File: config.mk
export PLATFORM = sky130hd
export DESIGN_NAME = mux16_2_arb
export DESIGN_NICKNAME = d
export VERILOG_FILES = /design/src/rtl/mux16_2_arb.sv
export SDC_FILE = /design/constraint.sdc
export NUM_CORES = 1
export LEC_CHECK = 0
export CORE_ASPECT_RATIO = 1.2
export CORE_MARGIN = 5
export CORE_UTILIZATION = 46
export CTS_CLUSTER_DIAMETER = 50
export DETAILED_ROUTE_END_ITERATION = 10
export PLACE_DENSITY = 0.86
export SYNTH_ARGS = -nofsm -noshare
export SYNTH_HDL_FRONTEND = slang
export SYNTH_SLANG_ARGS = --single-unit
File: constraint.sdc
create_clock -name clk -period 2.09 [get_ports clk]
set_input_delay 0.418 -clock clk [delete_from_list [all_inputs] [get_ports clk]]
set_output_delay 0.418 -clock clk [all_outputs]
set_load 0.1 [all_outputs]
File: src/rtl/mux16_2_arb.sv
// mux16_2_arb: merges two valid/ready source channels onto one registered
// destination channel.
// Build option: define MUX16_2_ROUND_ROBIN_EN to arbitrate round-robin. Left
// undefined, in0 has fixed priority and in1 can be starved by a busy in0.
// The output stage is a single register slot. It can drain and reload on the
// same edge, so it sustains one transfer per cycle.
module mux16_2_arb #(
  parameter int WIDTH = 16
) (
  input  logic             clk,
  input  logic             rst_n,
  input  logic             in0_valid,
  output logic             in0_ready,
  input  logic [WIDTH-1:0] in0_data,
  input  logic             in1_valid,
  output logic             in1_ready,
  input  logic [WIDTH-1:0] in1_data,
  output logic             out_valid,
  input  logic             out_ready,
  output logic [WIDTH-1:0] out_data,
  output logic             out_src,
  output logic [15:0]      grant_cnt0,
  output logic [15:0]      grant_cnt1
);

  // Per-channel views, so the counter and ready logic can be generated.
  logic [1:0] in_valid;
  logic [1:0] in_ready;
  logic [1:0] in_xfer;

  assign in_valid = {in1_valid, in0_valid};

  // Arbitration and output-stage signals.
  logic             load_ok;
  logic             win_valid;
  logic             win_sel;
  logic [WIDTH-1:0] win_data;
  logic             xfer;

  logic             out_valid_q, out_valid_d;
  logic [WIDTH-1:0] out_data_q,  out_data_d;
  logic             out_src_q,   out_src_d;

`ifdef MUX16_2_ROUND_ROBIN_EN
  // Remembers the channel granted last. Resets to 1 so in0 wins the first contest.
  logic last_grant_q, last_grant_d;
`endif

  // The slot can take new data when it is empty or is draining this cycle.
  // This is the only combinational path from out_ready to the input readies.
  // Holding the readies low during reset keeps producers from handing off
  // data that would be lost.
  assign load_ok = rst_n && (!out_valid_q || out_ready);

  // Winner selection. Only a channel that is currently valid can be chosen.
  always_comb begin
    win_valid = in0_valid || in1_valid;
    win_sel   = 1'b0;
`ifdef MUX16_2_ROUND_ROBIN_EN
    if (in0_valid && in1_valid) begin
      win_sel = ~last_grant_q;
    end else begin
      win_sel = in1_valid;
    end
`else
    win_sel = !in0_valid && in1_valid;
`endif
  end

  assign win_data = win_sel ? in1_data : in0_data;
  assign xfer     = load_ok && win_valid;

  // Readies and grant counters are built the same way for each channel.
  for (genvar gi = 0; gi < 2; gi++) begin : g_chan
    logic [15:0] cnt_q, cnt_d;

    // The readies are one-hot. A channel's ready depends on its own valid
    // only through the winner selection.
    assign in_ready[gi] = load_ok && win_valid &&
                          ((gi == 1) ? win_sel : !win_sel);
    assign in_xfer[gi]  = in_ready[gi] && in_valid[gi];

    // Counts accepted transfers. The counter wraps naturally at 2^16.
    always_comb begin
      cnt_d = cnt_q;
      if (in_xfer[gi]) begin
        cnt_d = cnt_q + 16'd1;
      end
    end

    // Grant counter register.
    always_ff @(posedge clk or negedge rst_n) begin
      if (!rst_n) begin
        cnt_q <= '0;
      end else begin
        cnt_q <= cnt_d;
      end
    end
  end

  assign in0_ready  = in_ready[0];
  assign in1_ready  = in_ready[1];
  assign grant_cnt0 = g_chan[0].cnt_q;
  assign grant_cnt1 = g_chan[1].cnt_q;

  // Output slot next state. A load has precedence over a drain. When both
  // happen on one edge, the slot stays valid and takes the new data.
  always_comb begin
    out_valid_d = out_valid_q;
    out_data_d  = out_data_q;
    out_src_d   = out_src_q;
    if (xfer) begin
      out_valid_d = 1'b1;
      out_data_d  = win_data;
      out_src_d   = win_sel;
    end else if (out_valid_q && out_ready) begin
      out_valid_d = 1'b0;
    end
  end

  // Output slot register. A reset discards any data it is holding.
  always_ff @(posedge clk or negedge rst_n) begin
    if (!rst_n) begin
      out_valid_q <= 1'b0;
      out_data_q  <= '0;
      out_src_q   <= 1'b0;
    end else begin
      out_valid_q <= out_valid_d;
      out_data_q  <= out_data_d;
      out_src_q   <= out_src_d;
    end
  end

`ifdef MUX16_2_ROUND_ROBIN_EN
  // Round-robin pointer. It moves only when a transfer actually happens.
  always_comb begin
    last_grant_d = last_grant_q;
    if (xfer) begin
      last_grant_d = win_sel;
    end
  end

  // Round-robin pointer register.
  always_ff @(posedge clk or negedge rst_n) begin
    if (!rst_n) begin
      last_grant_q <= 1'b1;
    end else begin
      last_grant_q <= last_grant_d;
    end
  end
`endif

  assign out_valid = out_valid_q;
  assign out_data  = out_data_q;
  assign out_src   = out_src_q;

endmodule

======== After elaboration in Yosys (flattened, before gate mapping) ========
Index checks and enable logic that the tools add are counted.
word-level totals
  register bits ........................... 50
  output and inout bits ................... 52
  logic and storage cells ................. 24
operators by class
  add/subtract/negate cells ............... 2
  multiplexer cells ....................... 3
  reductions and logical operators ........ 14
operators by type and width
  operator                                       count
  adder 16 x 1 -> 16 bit, second input constant  2
  2-to-1 mux 16 bit                              1
  logical AND 1 bit                              8
  zero test 1 bit                                3
  logical OR 1 bit                               2
  2-to-1 mux 1 bit                               2
  nonzero test 2 bit                             1

======== Depth between registers and ports, before layout ========
  word-level depth ........................ 6
  depth in mapped cells ................... 6
  depth with buffers taken out ............ 5

======== Least setup slack after synthesis ========
OpenSTA, ideal clock, no wires.
  kind .................................... reg-to-reg
  start point ............................. register out_valid_q (netlist: out_valid)
  end point ............................... register out_data_q[10] (netlist: out_data[10])
  setup time .............................. 129 ps
  arrival ................................. 2193 ps
  data required time ...................... 1961 ps
  path slack .............................. -232 ps
  stages on the path, launching flop included .. 7
  buffers on the path ..................... 2
  cells stage by stage .................... dfrtp_1 -> nor2b_2 -> buf_6 -> nor2_1 -> buf_2 -> a222oi_1 -> inv_1
between the ends
  longest elaborated chain between the ends .. 4
RTL lines
  what                    line  source
  start, declared         40    logic out_valid_q, out_valid_d;
  start signal, assigned  128   out_valid_q <= out_valid_d;
  zero test 1 bit         53    assign load_ok = rst_n && (!out_valid_q || out_ready);
  logical OR 1 bit        53
  logical AND 1 bit       53
  logical AND 1 bit       71    assign xfer = load_ok && win_valid;
  end signal, assigned    129   out_data_q <= out_data_d;
  end, declared           41    logic [WIDTH-1:0] out_data_q, out_data_d;
No other way between the ends.
A chain may end at the register's enable or synchronous reset.

======== Worst setup path in the final report ========
  start point ............................. input port in0_valid
  end point ............................... output port in1_ready
between the ends
  longest elaborated chain between the ends .. 3
  elaborated cells on any way between the ends .. 5
  those cells by class .................... 5 x reduce/logical
RTL lines
  what                                                        line    source
  start, declared                                             12      input logic in0_valid,
  logical OR 1 bit / zero test 1 bit (equally long branches)  57, 66
  logical AND 1 bit (on tied branches)                        79, 66
  logical AND 1 bit *                                         79      assign in_ready[gi] = load_ok && win_valid &&
  end, declared                                               16      output logic in1_ready,
Mark *: on every way between the ends. The rest lies on a longest branch, timed or not.

==> summary.txt <==
Run status
  – Outcome: completed

Power
  – Leak: about 0.0016 uW
  – Internal power: between 2000 and 2500 uW
  – Combinational power share: ~46%
  – VDD IR max: around 760 uV
  – Net Sw Frac: 48.24%
  – Switching power: 1871 uW
  – Pwr dens: 1198 mW/mm^2
  – Clock power frac: approximately a fifth
  – Seq pwr share: 33.3%

Global routing
  – Global-route wire length before repair: 8735 um
  – GR Overflow Total: 0
  – GR Layer Usage met3: approximately 4.6%
  – Vias in the first global route: ~1800
  – Met2 Usage GRT: around 31%
  – Largest net degree at the start of global routing: 23
  – Initial antenna violation count: 0
  – M1 GR Usage: a little over a fifth
  – Total GRT Usage: between 10% and 20%
  – Grt peak-use layer: met2

Timing
  – Slew @ Worst Pin: 0.3735 ns
  – Max transition margin: between 70% and 80%
  – Worst hold slack: 0.1318 ns
  – Fmax achieved: 498.9 MHz
  – Setup violators final: 0
  – Unrepaired setup endpoints after global routing: no
  – Total negative setup slack: 0 ns
  – Final Critical Period: about 2 ns
  – Period utilisation layout: 95.91%
  – Clk_skew: 0.009830 ns
  – Max-slew violation count: 0
  – Hold Fails Final Rpt: 0

Drt
  – Via/cell ratio: 5.294
  – Iteration-0 DRC Markers: 156
  – 1st-pass router iterations: 4
  – DRC viols: 0
  – Vias: 1784
  – Final wirelength: 5268 um
  – Routed Antenna Nets: 0
  – WL per Instance: 15.63 um

Cells and area
  – Commonest non-fill, non-tap cell in the layout: buf_4
  – Fin cells: approximately 340
  – # fillers: roughly 360
  – Final Core Density: 70.45%
  – Synth-to-Final Area Change: 47.91%
  – Commonest cells after routing, fill and taps aside: buf_4 (63), dfrtp_1 (44), clkdlybuf4s50_1 (35)
  – Diodes inserted: 0
  – Final Net Count: 317
  – Design area: around 0.0032 mm^2
  – Share of cells above drive strength 1: 31.90%

Placed design
  – Total placed cells including tap cells: 329
  – Detailed placer's ending HPWL: 4112 um
  – Final GP Congestion: 0.7070
  – Number of port buffers: 88
  – Placement-stage cell area: 0.003094 mm^2

Worst setup path
  – Worst setup SP type: input port
  – CP Cell Sequence: clkdlybuf4s50_1 -> nand2b_2 -> nor3b_4 -> buf_12
  – Crit path DAT: 1.59 ns
  – CP max FO: 3
  – Worst stage delay on the critical path: ~0.45 ns
  – Kind of critical path: in -> out
  – Crit path depth: 4
  – Req. time, crit path: between 1.5 and 2 ns
  – CP endpoint kind: primary output
  – WP buf/inv: 2
  – Critical path's slowest cell: clkdlybuf4s50_1
  – Worst r2r path cells: 5
  – Crit path max-delay family: buffers and inverters

Flow run
  – # Max-Cap Violations: 0

Clocking
  – Setup repair bufs after CTS: 0
  – H-tree depth: 2
  – Clock slew at reported path FFs: 0.09 ns
  – Num CTS Buffers: 5
  – CTS Sinks: 50
  – Worst-skew pair later-pin latency: around 0.30 ns
  – CTS tree: yes
  – Max Buffers Root-to-Sink: 2
  – CTS root buf: clkbuf_8
  – Post-CTS Resized: 1
  – CTS hold repair buffers: 0

Synth
  – Seq/Total Area, Yosys: 57.18%
  – Most common flop cell mapped by yosys: dfrtp_1
  – Library cells used by synthesis: 30
  – Area leader, netlist: dfrtp_1
  – Ys async rst share: between 90% and 100%
  – Gate Count Post-Synth: 177
  – Post-synth EDFFs: 0
  – Synth warn: 0
  – Largest cells by area after synthesis: dfrtp_1 (57%), xnor2_1 (9.6%), a222oi_1 (7.3%), inv_1 (2.7%), nand3_1 (2.5%)
  – Avg Cell Area, Syn: 12.36 um^2
  – #FFs+latches synth: 50
  – Syn Nets: around 220
  – Share of the synthesized area in the top cell type: 57.18%
  – Cell area after synthesis: about 0.0022 mm^2

Die
  – Core footprint: ~0.0046 mm^2
  – Initial Utilization: 47.63%
  – Die H: 85.56 um
  – Ports: between 80 and 90
  – Rows: 27
  – Die width: 72.97 um
  – Die ar.: between 0.006 and 0.007 mm^2

Worst hold path
  – Hold Path Class: in -> async
[per-stage QoR]
| stage | power (uW) | worst slack [ns] |
|---|---|---|
| floorplan | 2632 | 0.04165 |
| global placement | 3075 | 0.03207 |
| detailed placement | 3103 | -0.02353 |
| CTS | 3912 | 0.08486 |
| global route | 4023 | 0.01673 |
| finish | 3879 | 0.08547 |
[path summary, 6_finish.rpt]
check | from | end | slack (ns)
setup / recovery | in0_valid | in1_ready | 0.09
hold / removal | rst_n | out_valid | 0.13
setup reg to reg | out_valid | grant_cnt1[9] | 0.52
hold reg to reg | grant_cnt0[15] | grant_cnt0[15] | 0.48
max in group asynchronous | rst_n | grant_cnt1[1] | 1.65
min in group clk | grant_cnt0[15] | grant_cnt0[15] | 0.48
[power by group through the flow]
stage | combinational, uW | clock (uW) | sequential (uW)
2_1_floorplan | 237 | 0 | 2400
3_3_place_gp | 1770 | 0 | 1310
3_5_place_dp | 1800 | 0 | 1310
4_1_cts | 1800 | 822 | 1290
5_1_grt | 1840 | 862 | 1320
6_report | 1780 | 805 | 1290
[Yosys cell counts, types with 2 or more instances]
cell and instances:
a222oi_1 16, and2_1 2, and3_1 4, and4_1 3, buf_2 4, dfrtp_1 50, ha_1 2, inv_1 16
nand2_1 13, nand2b_1 2, nand3_1 11, nand4_1 7, nor4_4 2, xnor2_1 24, xor2_1 6
[sequential cells by signal, indices dropped and copies added (netlist names)]
| signal | cells |
|---|---|
| grant_cnt0 | 16 |
| out_data | 16 |
| out_valid | 1 |
| grant_cnt1 | 16 |
| out_src | 1 |
[cells by family after synthesis]
kind of cell | synth area share [%]
flops | 57.18
compound gates | 7.890
fa+ha+maj | 1.143
mux | 1.029
xor+xnor | 12.01
simple gates | 16.07
buf+inv | 4.688
[per-layer routing]
layer / vias to the layer above / share of wire (%)
met5: - / 0
met1: 880 / 38
met2: 63 / 53
met4: 0 / 1.1
li1: 835 / -
met3: 6 / 8.2
[worst reg2reg max path: stages, from the launching register on]
cell and delay [ns]:
dfrtp_2 0.42, nor2b_4 0.16, buf_4 0.16, nor4_4 0.40
nand4_1 0.17, xnor2_1 0.15
[layout make-up]
type	instances	area [um^2]	area share [%]
clock buffer	5	68.82	2.126
clock inverter	3	68.82	2.126
inverter	16	60.06	1.855
multi-input combinational	104	839.6	25.94
sequential	50	1259	38.89
tap	58	72.57	2.242
timing repair buffer	101	868.3	26.83
(Power assumes the default switching activity.)
